==> src/rtl/cmem_port_arbiter.sv <==
// Round-robin arbiter for the character-buffer host port: requesters A and B plus an
// optional lowest-priority screen-clear engine, compiled in when CMEM_CLEAR_EN is defined.
module cmem_port_arbiter #(
    parameter int          CLR_WORDS = 800,
    parameter logic [31:0] FILL      = 32'h20202020,
    parameter logic [9:0]  IRQ_ADDR  = 10'd1022
) (
    input  logic        clk,
    input  logic        reset,
    input  logic        a_req,
    input  logic        a_we,
    input  logic [9:0]  a_addr,
    input  logic [31:0] a_wdata,
    output logic        a_gnt,
    output logic        a_rvalid,
    output logic [31:0] a_rdata,
    input  logic        b_req,
    input  logic        b_we,
    input  logic [9:0]  b_addr,
    input  logic [31:0] b_wdata,
    output logic        b_gnt,
    output logic        b_rvalid,
    output logic [31:0] b_rdata,
    input  logic        clr_start,
    output logic        clr_busy,
    output logic        mwe,
    output logic [9:0]  maddr,
    output logic [31:0] mdin,
    input  logic [31:0] mdout,
    output logic        irq_clear
);

    logic        a_win_s;
    logic        b_win_s;
    logic        clr_win_s;
    logic        any_gnt_s;
    logic        sel_we_s;
    logic [9:0]  sel_addr_s;
    logic [31:0] sel_wdata_s;
    logic        clr_busy_s;
    logic [9:0]  clr_addr_s;

    logic        prefer_b_r;
    logic        mwe_r;
    logic [9:0]  maddr_r;
    logic [31:0] mdin_r;
    logic        irq_r;
    logic        a_rd_p1_r;
    logic        b_rd_p1_r;
    logic        a_rvalid_r;
    logic        b_rvalid_r;

`ifdef CMEM_CLEAR_EN
    localparam logic [9:0] CLR_LAST = 10'(CLR_WORDS - 1);

    logic        clr_busy_r;
    logic [9:0]  clr_cnt_r;

    // Clear engine: arm on clr_start when idle, advance one word per won cycle
    always_ff @(posedge clk or posedge reset) begin
        if (reset) begin
            clr_busy_r <= 1'b0;
            clr_cnt_r  <= 10'd0;
        end else if (!clr_busy_r) begin
            if (clr_start) begin
                clr_busy_r <= 1'b1;
                clr_cnt_r  <= 10'd0;
            end
        end else if (clr_win_s) begin
            if (clr_cnt_r == CLR_LAST) begin
                clr_busy_r <= 1'b0;
            end else begin
                clr_cnt_r <= clr_cnt_r + 10'd1;
            end
        end
    end

    assign clr_busy_s = clr_busy_r;
    assign clr_addr_s = clr_cnt_r;
`else
    logic clr_unused_s;

    assign clr_unused_s = &{1'b0, clr_start, CLR_WORDS[0]};
    assign clr_busy_s   = 1'b0;
    assign clr_addr_s   = 10'd0;
`endif

    // Arbitration: A/B contend round-robin, clear only takes otherwise idle cycles
    always_comb begin
        a_win_s   = 1'b0;
        b_win_s   = 1'b0;
        clr_win_s = 1'b0;
        if (reset) begin
            a_win_s   = 1'b0;
            b_win_s   = 1'b0;
            clr_win_s = 1'b0;
        end else if (a_req && b_req) begin
            a_win_s = !prefer_b_r;
            b_win_s = prefer_b_r;
        end else if (a_req) begin
            a_win_s = 1'b1;
        end else if (b_req) begin
            b_win_s = 1'b1;
        end else begin
            clr_win_s = clr_busy_s;
        end
    end

    assign any_gnt_s = a_win_s | b_win_s | clr_win_s;

    // Select the winning access for the memory-side registers
    always_comb begin
        sel_we_s    = 1'b0;
        sel_addr_s  = 10'd0;
        sel_wdata_s = 32'd0;
        if (a_win_s) begin
            sel_we_s    = a_we;
            sel_addr_s  = a_addr;
            sel_wdata_s = a_wdata;
        end else if (b_win_s) begin
            sel_we_s    = b_we;
            sel_addr_s  = b_addr;
            sel_wdata_s = b_wdata;
        end else if (clr_win_s) begin
            sel_we_s    = 1'b1;
            sel_addr_s  = clr_addr_s;
            sel_wdata_s = FILL;
        end else begin
            sel_we_s    = 1'b0;
            sel_addr_s  = 10'd0;
            sel_wdata_s = 32'd0;
        end
    end

    // Round-robin pointer moves only on requester grants
    always_ff @(posedge clk or posedge reset) begin
        if (reset) begin
            prefer_b_r <= 1'b0;
        end else if (a_win_s) begin
            prefer_b_r <= 1'b1;
        end else if (b_win_s) begin
            prefer_b_r <= 1'b0;
        end
    end

    // Memory-side registers; address and data hold through idle cycles
    always_ff @(posedge clk or posedge reset) begin
        if (reset) begin
            mwe_r   <= 1'b0;
            maddr_r <= 10'd0;
            mdin_r  <= 32'd0;
            irq_r   <= 1'b0;
        end else begin
            mwe_r <= any_gnt_s & sel_we_s;
            irq_r <= (a_win_s | b_win_s) && (sel_addr_s == IRQ_ADDR);
            if (any_gnt_s) begin
                maddr_r <= sel_addr_s;
                mdin_r  <= sel_wdata_s;
            end
        end
    end

    // Two-stage read tracking so rvalid lines up with synchronous mdout
    always_ff @(posedge clk or posedge reset) begin
        if (reset) begin
            a_rd_p1_r  <= 1'b0;
            b_rd_p1_r  <= 1'b0;
            a_rvalid_r <= 1'b0;
            b_rvalid_r <= 1'b0;
        end else begin
            a_rd_p1_r  <= a_win_s & ~a_we;
            b_rd_p1_r  <= b_win_s & ~b_we;
            a_rvalid_r <= a_rd_p1_r;
            b_rvalid_r <= b_rd_p1_r;
        end
    end

    assign a_gnt     = a_win_s;
    assign b_gnt     = b_win_s;
    assign a_rvalid  = a_rvalid_r;
    assign b_rvalid  = b_rvalid_r;
    assign a_rdata   = mdout;
    assign b_rdata   = mdout;
    assign clr_busy  = clr_busy_s;
    assign mwe       = mwe_r;
    assign maddr     = maddr_r;
    assign mdin      = mdin_r;
    assign irq_clear = irq_r;

endmodule

==> config.mk <==
export PLATFORM = sky130hd
export DESIGN_NAME = cmem_port_arbiter
export DESIGN_NICKNAME = d
export VERILOG_FILES = /design/src/rtl/cmem_port_arbiter.sv
export SDC_FILE = /design/constraint.sdc
export NUM_CORES = 1
export LEC_CHECK = 0
export CAP_MARGIN = 40
export CORE_ASPECT_RATIO = 0.75
export CORE_UTILIZATION = 30
export DETAILED_ROUTE_END_ITERATION = 10
export PLACE_DENSITY = 0.8
export SLEW_MARGIN = 0
export SYNTH_ARGS = -nofsm -noshare
export SYNTH_HDL_FRONTEND = slang
export SYNTH_SLANG_ARGS = --single-unit
==> constraint.sdc <==
create_clock -name clk -period 2.87 [get_ports clk]
set_input_delay 0.574 -clock clk [delete_from_list [all_inputs] [get_ports clk]]
set_output_delay 0.574 -clock clk [all_outputs]
set_load 0.01 [all_outputs]
======== Word level (Yosys, flattened, before mapping) ========
Cells that the tools add are included.
word-level totals
  latch bits .............................. 0
  output and inout bits ................... 113
  bits in registers ....................... 49
  bits in read-only memories .............. 0
  memory bits (writable) .................. 0
  memories ................................ 0
  bits of input ports ..................... 123
  logic and storage cells ................. 35
cells by class
  bitwise logic cells ..................... 6
  mux-type cells .......................... 15
  shifts and indexed selects .............. 0
  multiply operators ...................... 0
  $add $sub $neg .......................... 0
  divide/modulo/power cells ............... 0
  eq/ne operators ......................... 1
  $lt $le $gt $ge ......................... 0
  reduce and logical (&&, ||, !) cells .... 4
operators with widths
  cell                                   number
  2-to-1 mux 32 bit                      2
  2-to-1 mux 10 bit                      2
  2-to-1 mux 1 bit                       11
  == test 10 bit, second input constant  1
  AND 1 bit                              3
  logical AND 1 bit                      2
  inverter 1 bit                         2
  nonzero test 2 bit                     1
  logical NOT 1 bit                      1
  bitwise OR 1 bit                       1

======== Longest topological paths before layout ========
  word-level depth ........................ 8
  depth in mapped cells ................... 7
  depth with buffers taken out ............ 4

======== Worst setup path after synthesis ========
OpenSTA, ideal clock, no wires.
  path type ............................... input to output
  from .................................... input port reset
  to ...................................... output port a_gnt
  path slack .............................. 0.629 ns
  path buffers ............................ 2
  data arrival time ....................... 1.667 ns
  stages .................................. 4
  path through ............................ inv_2 -> and2_1 -> buf_6 -> buf_6
on the way
  word-level cells in the longest chain between the ends .. 1
RTL lines
  what              RTL line  RTL
  from (decl)       9         input logic reset,
  2-to-1 mux 1 bit  93        if (reset) begin
  to (decl)         14        output logic a_gnt,
No other way between the ends.

======== Final worst setup path ========
  from .................................... input port a_req
  to ...................................... output port a_gnt
on the way
  word-level cells in the longest chain between the ends .. 3
  elaborated cells on any way between the ends .. 4
  those cells by class .................... 3 x mux; 1 x reduce/logical
RTL lines
  what                                                          RTL line  RTL
  from (decl)                                                   10        input logic a_req,
  2-to-1 mux 1 bit / logical AND 1 bit (equally long branches)  100, 97
  2-to-1 mux 1 bit (*)                                          97        end else if (a_req && b_req) begin
  2-to-1 mux 1 bit (*)                                          93
Mark *: on every way between the ends. The rest lies on a longest branch, timed or not.

==> out/metrics.cfg <==
[outcome]
status=complete, no violations

[routing]
wl_um=7020
drt-initial-drc-count=259
drtPass1Iterations=6
routed_via_density=5.06
vias=2150
wl_per_cell_um=16.5
antenna_left=0
drc=0

[clocking]
cts.sinks=49
clk_path_buf_depth=2
post_cts_buffers=0
ctsResizeCount=0
cts_htree_levels=2
cts.clk_slew.worst_paths_ps=70
cts_tree=built
cts_hold_buf=0
cts_made_buffers=5
clock_latency_ps=280
cts_root_buf=clkbuf_16

[critical_path]
endpoint_kind=primary output
cp_slowest_cell=clkdlybuf4s50_1
cp_top_family=buffers and inverters
worst-setup-path-type=input port to primary output
critPathMaxStageDelay_ps=560
critPathMaxFanout=3
cp.required_ps=2300
worst-path-buf-inv=2
arrival_ps=2040
crit_chain=clkdlybuf4s50_1 > a21boi_2 > and2_1 > clkdlybuf4s50_1
startpoint_type=input port
critPathMostFrequentCell=clkdlybuf4s50_1

[power_and_ir_drop]
power_density_nw_per_um2=572
irDropWorstVdd_v=0.000354
p_leak_nw=1.70

[floorplanning]
initial_core_util_pct=30.8
die_area_um2=9070
die_h_um=82.7
core_area_um2=8450
pin_count=236
fp-row-count=29
chipWidth_um=110

[yosys]
yosysSeqAreaShare_pct=47.0
syn-cell-area_um2=2610
syn_inst=244
synth_area_per_cell_um2=10.7
yosysUniqueCellTypes=28
syn_nets=367
ys_seq_elements=49
ys_warn_count=0

[place]
gp_congestion=0.735
dp_cells=417
port_buffers=137
dp_slack_ps=227
place_area_um2=3570
dp_hpwl_um=5120

[global_route]
grt_max_degree=56
grt_pass1_vias=2189
grt_antenna_before_repair=0
grt_pass1_wl_um=10100
grt_util_all_layers_pct=14.7
grt_overflow_total=0

[sta]
slew_headroom_pct=55.0
fin_crit_sh_pct=90.9
setup_viol=0
worst_pin_slew_ps=675
report.final.slew_viol_count=0
fin_worst_skew_ps=5.40
tns_ps=0
hold_ws_ps=353
fmax_ghz=0.383
rsz0062_at_grt=false
hold_viol=0
layout_min_cycle_time_ps=2610
setup_slack_ps=260

[finish]
layout.cells.non_filler=425
antenna_cells=0
fin_area_um2=3760
final-seq-area_um2=1230
final_common_cell=clkdlybuf4s50_1
area_growth_pct=44.3
finalNetCount=439
n_fill_cell=813
drive_gt1_share_pct=6.62
multiInputGateArea_um2=634
final_cell_mix=clkdlybuf4s50_1 (137), dfrtp_1 (49), a222oi_1 (36), inv_1 (36), buf_4 (9)

[run]
drv_cap=0

[hold_path]
min_path_type=register to register

## registers in the layout (all words and copies together) (netlist names)
signal and count:
a_rd_p1_r 1, irq_clear 1, maddr 10, mdin 32, a_rvalid 1, b_rd_p1_r 1
mwe 1, b_rvalid 1, prefer_b_r 1
## worst paths after layout
| check | startpoint | to | slack [ps] | depth (start not counted) |
|---|---|---|---|---|
| max in group asynchronous | reset | mdin[27] | 1510 | 3 |
| min in group asynchronous | reset | maddr[9] | 910 | 3 |
| min | a_rd_p1_r | a_rvalid | 350 | 0 |
| max reg2reg | prefer_b_r | mdin[3] | 1280 | 5 |
| max | a_req | a_gnt | 260 | 4 |
| min reg2reg | a_rd_p1_r | a_rvalid | 350 | 0 |
## cell type report
class	count	share of cell area (%)
repair buffers	146	38.2
flip-flops and latches	49	32.6
multi-input cells	77	16.9
inverters	37	3.69
well taps	108	3.59
clock buffers	5	3.32
clock inverters	3	1.73
## kinds of logic after synthesis
group                  Yosys count  synth area share [%]
other                            1                 0.144
flip-flops                      49                  47.0
AO/OA/AOI/OAI                   54                  19.0
buffers and inverters          118                  29.1
AND/OR/NAND/NOR                 22                  4.75
## synth_stat cells (all sizes together)
cell    count  area (um2)
a21boi      1        11.3
a22oi       6        45.0
nor3        1        5.00
nand3       4        20.0
nor4        1        6.26
dfrtp      49        1230
a31oi       4        25.0
conb        1        3.75
nand2       5        18.8
nor2b       3        18.8
and2        2        15.0
a32o        1        10.0
a21o        1        7.51
a222oi     36         360
buf        77         604
inv        37         139
nand2b      1        6.26
a22o        2        17.5
and4        1        8.76
a32oi       1        8.76
clkbuf      4        15.0
nand4       4        25.0
o21ai       2        10.0
## through the flow
step | util [%] | power (mW)
after floorplan | - | 1.15
after global routing | 44.5 | 2.27
after detailed placement | 42.3 | 1.42
final | 44.5 | 2.15
after CTS | 44.5 | 2.18
after global placement | 42.3 | 1.40
## power breakdown
part / total [mW] / switching (mW) / internal, mW
Clock: 0.745 / 0.248 / 0.498
Sequential: 0.842 / 0.0571 / 0.785
Combinational: 0.564 / 0.220 / 0.344
## layer usage
metal | share of wire [%] | vias to the layer above | track usage [%] | wire length, um
li1 | - | 957 | - | -
met1 | 40 | 1025 | 16.7 | 2800
met2 | 48 | 154 | 24.8 | 3380
met3 | 11 | 14 | 6.20 | 778
met4 | 0.93 | 0 | 5.60 | 65
met5 | 0 | - | 0 | 0
No activity file was read; power rests on OpenSTA's default activity.
